$ cat src/rtl/bcd_convert_seq_pkg.sv
// -----------------------------------------------------------------------------
// bcd_convert_seq_pkg
//   Shared definitions for the sequential binary-to-BCD converter:
//   the FSM state encoding and the double-dabble digit adjust constants.
// -----------------------------------------------------------------------------
package bcd_convert_seq_pkg;

    localparam int BCD_DIGIT_W    = 4;
    localparam int BCD_ADJ_THRESH = 4;
    localparam int BCD_ADJ_ADD    = 3;

    // Encoding 2'd3 is unused and decodes back to IDLE in the FSM.
    typedef enum logic [1:0] {
        ST_IDLE    = 2'd0,
        ST_CONVERT = 2'd1,
        ST_DONE    = 2'd2
    } state_t;

endpackage

$ cat src/rtl/bcd_digit_adj.sv
// -----------------------------------------------------------------------------
// bcd_digit_adj
//   Combinational double-dabble digit correction: a BCD digit greater than 4
//   gets 3 added (mod 16) so that the following left shift carries correctly
//   into the next decimal digit.
// Ports
//   din   in   4   work digit before the shift
//   dout  out  4   adjusted digit
// -----------------------------------------------------------------------------
module bcd_digit_adj
    import bcd_convert_seq_pkg::*;
(
    input  logic [BCD_DIGIT_W-1:0] din,
    output logic [BCD_DIGIT_W-1:0] dout
);

    localparam logic [BCD_DIGIT_W-1:0] THRESH = BCD_DIGIT_W'(BCD_ADJ_THRESH);
    localparam logic [BCD_DIGIT_W-1:0] ADD    = BCD_DIGIT_W'(BCD_ADJ_ADD);

    always_comb begin
        dout = din;
        if (din > THRESH) begin
            dout = din + ADD;
        end
    end

endmodule

$ cat src/rtl/bcd_convert_seq.sv
// -----------------------------------------------------------------------------
// bcd_convert_seq
//   Multi-cycle binary-to-BCD converter using sequential double-dabble: one
//   operand bit is consumed per clock, so a conversion takes BIN_W cycles.
//   Valid/ready handshake on the operand side and on the result side.
// Parameters
//   BIN_W   width of the binary operand (= cycles per conversion)
//   DIGITS  number of 4-bit BCD digits produced
// Ports
//   clk        in   1          clock, all state on rising edge
//   rst        in   1          synchronous active-high reset
//   in_valid   in   1          operand offered
//   in_ready   out  1          converter idle and able to accept
//   in_bin     in   BIN_W      operand, sampled on accept
//   out_valid  out  1          result available
//   out_ready  in   1          consumer takes result
//   out_bcd    out  4*DIGITS   packed BCD, digit 0 (ones) in [3:0]
//   out_ovf    out  1          operand did not fit in DIGITS digits
//   busy       out  1          converting or holding a result
// -----------------------------------------------------------------------------
module bcd_convert_seq
    import bcd_convert_seq_pkg::*;
#(
    parameter int BIN_W  = 8,
    parameter int DIGITS = 3
) (
    input  logic                          clk,
    input  logic                          rst,
    input  logic                          in_valid,
    output logic                          in_ready,
    input  logic [BIN_W-1:0]              in_bin,
    output logic                          out_valid,
    input  logic                          out_ready,
    output logic [BCD_DIGIT_W*DIGITS-1:0] out_bcd,
    output logic                          out_ovf,
    output logic                          busy
);

    localparam int WORK_W = BCD_DIGIT_W * DIGITS;
    localparam int CNT_W  = $clog2(BIN_W + 1);

    state_t              state;
    state_t              state_nx;
    logic [CNT_W-1:0]    cnt;
    logic [BIN_W-1:0]    sreg;
    logic [WORK_W-1:0]   work;
    logic                ovf_acc;
    logic [WORK_W-1:0]   out_bcd_r;
    logic                out_ovf_r;

    logic [WORK_W-1:0]   work_adj;
    logic [WORK_W-1:0]   work_sh;
    logic                ovf_nx;
    logic                last_step;

    // All digits are corrected in parallel before the shift.
    for (genvar d = 0; d < DIGITS; d++) begin : g_adj
        bcd_digit_adj u_adj (
            .din  (work[d*BCD_DIGIT_W +: BCD_DIGIT_W]),
            .dout (work_adj[d*BCD_DIGIT_W +: BCD_DIGIT_W])
        );
    end

    // Operand MSB enters the ones digit; whatever leaves the top digit is
    // a carry into a digit we do not have, i.e. the value overflowed.
    assign work_sh   = {work_adj[WORK_W-2:0], sreg[BIN_W-1]};
    assign ovf_nx    = ovf_acc | work_adj[WORK_W-1];
    assign last_step = (cnt == CNT_W'(1));

    always_comb begin
        state_nx = ST_IDLE;
        case (state)
            ST_IDLE: begin
                state_nx = in_valid ? ST_CONVERT : ST_IDLE;
            end
            ST_CONVERT: begin
                state_nx = last_step ? ST_DONE : ST_CONVERT;
            end
            ST_DONE: begin
                state_nx = out_ready ? ST_IDLE : ST_DONE;
            end
            default: begin
                state_nx = ST_IDLE;
            end
        endcase
    end

    always_ff @(posedge clk) begin
        if (rst) begin
            state     <= ST_IDLE;
            cnt       <= '0;
            sreg      <= '0;
            work      <= '0;
            ovf_acc   <= 1'b0;
            out_bcd_r <= '0;
            out_ovf_r <= 1'b0;
        end else begin
            state <= state_nx;
            case (state)
                ST_IDLE: begin
                    if (in_valid) begin
                        sreg    <= in_bin;
                        work    <= '0;
                        ovf_acc <= 1'b0;
                        cnt     <= CNT_W'(BIN_W);
                    end
                end
                ST_CONVERT: begin
                    sreg    <= sreg << 1;
                    work    <= work_sh;
                    ovf_acc <= ovf_nx;
                    cnt     <= cnt - CNT_W'(1);
                    if (last_step) begin
                        out_bcd_r <= work_sh;
                        out_ovf_r <= ovf_nx;
                    end
                end
                default: begin
                end
            endcase
        end
    end

    assign in_ready  = (state == ST_IDLE);
    assign out_valid = (state == ST_DONE);
    assign busy      = (state == ST_CONVERT) || (state == ST_DONE);
    assign out_bcd   = out_bcd_r;
    assign out_ovf   = out_ovf_r;

endmodule

$ cat config.mk
export PLATFORM = sky130hd
export DESIGN_NAME = bcd_convert_seq
export DESIGN_NICKNAME = d
export VERILOG_FILES = /design/src/rtl/bcd_convert_seq_pkg.sv /design/src/rtl/bcd_digit_adj.sv /design/src/rtl/bcd_convert_seq.sv
export SDC_FILE = /design/constraint.sdc
export NUM_CORES = 1
export LEC_CHECK = 0
export ABC_AREA = 1
export CORE_AREA = 3 3 73 103
export CTS_BUF_LIST = sky130_fd_sc_hd__clkbuf_8
export DETAILED_ROUTE_END_ITERATION = 16
export DIE_AREA = 0 0 76 106
export PLACE_DENSITY = 0.52
export RECOVER_POWER = 100
export SLEW_MARGIN = 0
export SYNTH_ARGS = -nofsm -noshare
export SYNTH_HDL_FRONTEND = slang
export SYNTH_HIERARCHICAL = 1
export SYNTH_SLANG_ARGS = --single-unit
$ cat constraint.sdc
create_clock -name clk -period 2.75 [get_ports clk]
set_clock_uncertainty 0.1 [all_clocks]
set_input_delay 0.6875 -clock clk [delete_from_list [all_inputs] [get_ports clk]]
set_output_delay 0.6875 -clock clk [all_outputs]
set_load 0.01 [all_outputs]
==> impl_metrics.json <==
{
  "cts_max_path_buffers": 2,
  "netlist_area_um2": 1994,
  "globalplace.congestion": 0.7860,
  "power_per_cell_area_nw_per_um2": 555.6,
  "fp.dieW_um": 76,
  "post-cts-setup-buffer-count": 0,
  "grt_start_max_net_pins": 35,
  "antenna_found_initial": 0,
  "finalCritPeriodShare_pct": 87.48,
  "nFillCells": 736,
  "final_cell_mix": "nand2_1, dfxtp_1, inv_1, a21oi_1, o21ai_0",
  "ant_nets": 0,
  "slew_headroom_pct": 59.42,
  "insertion_delay_ns": 0.29,
  "dpl.hpwl_um": 3170,
  "multi_input_area_um2": 999.7,
  "ctsHoldBuffers": 0,
  "grt_use_total_pct": 11.42,
  "vias": 1848,
  "gr-total-overflow": 0,
  "synth_top_cell_area_share_pct": 40.15,
  "cp-end-kind": "primary output",
  "max_cap_violations": 0,
  "final_common_cell": "nand2_1",
  "synth_cells": 292,
  "numCtsBuffers": 5,
  "p_switching_mw": 0.4196,
  "setup_tns_ns": 0,
  "area_delta_synth_final_pct": 22.52,
  "via_per_inst": 4.475,
  "fin_ws_ns": 0.3444,
  "synth_cell_types": 18,
  "grt_pass1_vias": 1743,
  "vdd_ir_drop_max_v": 0.0002623,
  "tightest_slew_ns": 0.6065,
  "sequentialPowerShare_pct": 48.6,
  "rr_worst_depth": 7,
  "regArea_um2": 800.8,
  "status": "complete, no violations",
  "pwr-share-clk_pct": 28.8,
  "drc": 0,
  "htree_levels": 2,
  "cts_tree": "done",
  "dr.pass1.iters": 4,
  "num_io_pins": 28,
  "synthTopCellsByArea": "dfxtp_1, nand2_1, a21oi_1",
  "die_y_um": 106,
  "fmax_mhz": 415.7,
  "critPathKind": "reg2out",
  "clock-sinks": 40,
  "place_ws_ns": 0.6694,
  "hp-class": "reg2reg",
  "row_count": 35,
  "worst-path-max-fanout": 3,
  "clockRootBuffer": "clkbuf_8",
  "synth.avg_cell_area_um2": 6.830,
  "port_buffers": 27,
  "initial_core_util_pct": 30.16,
  "whs_path_depth": 2,
  "leakage_nw": 1.117,
  "drt-initial-drc-count": 119,
  "dpl-instance-area_um2": 2365,
  "startpoint_type": "register",
  "avgRoutedWirePerCell_um": 10.54,
  "fp.coreArea_um2": 6613,
  "period_needed_ns": 2.406,
  "finalSetupViolCount": 0,
  "p_comb_share_pct": 22.6,
  "cts_resized": 0,
  "cp.arrival_ns": 1.62,
  "yosysTopAreaCell": "dfxtp_1",
  "drive_above_1_share_pct": 4.361,
  "p_sw_share_pct": 30.91,
  "ys_seq_area_share_pct": 40.15,
  "yosys_register_bits": 40,
  "synthesis.nets": 316,
  "hold_violations": 0,
  "dieArea_um2": 8056,
  "rsz0062_at_grt": "false",
  "wl_um": 4354,
  "finalInstanceArea_um2": 2444,
  "slew_violations": 0,
  "critPathRequiredTime_ns": 1.96,
  "path_clk_slew_ns": 0.07,
  "total_power_mw": 1.358,
  "grt_pass1_wl_um": 7645,
  "diodes": 0,
  "ys_warn_count": 6,
  "nets": 344,
  "p_int_mw": 0.9380
}
cells in the mapped netlist:
cell,n
nor3b_1,1
a31oi_1,7
dfxtp_1,40
nand2_1,82
ha_1,12
buf_2,6
nand3_1,15
buf_4,1
nand2_2,4
nor2_2,1
o21ai_0,28
inv_2,1
and3_1,1
inv_1,36
nor2_1,20
a21oi_1,30
nor3_1,3
clkbuf_1,4
kinds of logic (layout without fill, tap and decap cells):
group	count (synthesis)	in the layout	share of synthesized area, %
DFF	40	40	40.15
AOI/OAI and AO/OA	65	65	16.75
buffers and inverters	48	77	9.598
and+or+nand+nor	127	127	25.97
adders and majority gates	12	12	7.528
routing by layer:
layer  vias up  track usage, %  routed length [µm]
met4         0           5.052                  62
met1       820           13.20                1979
met3         5           1.780                 133
met5         -               0                   0
li1        993               -                   -
met2        30           20.69                2179
cell type report:
class / count / area share (%)
Sequential cell: 40 / 32.77
Inverter: 37 / 5.684
Clock inverter: 2 / 0.3072
Clock buffer: 6 / 3.379
Timing Repair Buffer: 32 / 12.24
Multi-Input combinational cell: 204 / 40.91
Tap cell: 92 / 4.711
power by group through the flow:
| stage | Clock [mW] | Sequential (mW) | Combinational, mW |
|---|---|---|---|
| 2_1_floorplan | 0 | 0.666 | 0.234 |
| 3_3_place_gp | 0 | 0.673 | 0.315 |
| 3_5_place_dp | 0 | 0.674 | 0.317 |
| 4_1_cts | 0.413 | 0.660 | 0.318 |
| 5_1_grt | 0.430 | 0.667 | 0.365 |
| 6_report | 0.392 | 0.660 | 0.306 |
registers in the layout (all words and copies together), names as in the netlist:
register / count
state: 2
cnt: 4
ovf_acc: 1
sreg: 8
out_ovf: 1
work: 12
out_bcd: 12
path summary, 6_finish.rpt:
kind,start,end,slack (ns)
setup / recovery,state[0],busy,0.34
hold / removal,out_bcd[11],out_bcd[11],0.34
setup reg to reg,state[1],out_ovf,0.52
hold reg to reg,out_bcd[11],out_bcd[11],0.34
worst max-delay path, cell delays in order, from the launching register on:
cell and delay [ns]:
dfxtp_1 0.37, inv_1 0.07, ha_1 0.29, dlygate4sd3_1 0.60
per-stage QoR:
step	util, %	std cells	hold WS (ns)
after floorplan	-	292	0.3399
after global placement	35.76	405	0.3304
after detailed placement	35.76	405	0.3352
after CTS	37.12	413	0.3470
after global routing	36.95	413	0.3816
final	36.95	413	0.3418
No activity file was read; power rests on OpenSTA's default activity.
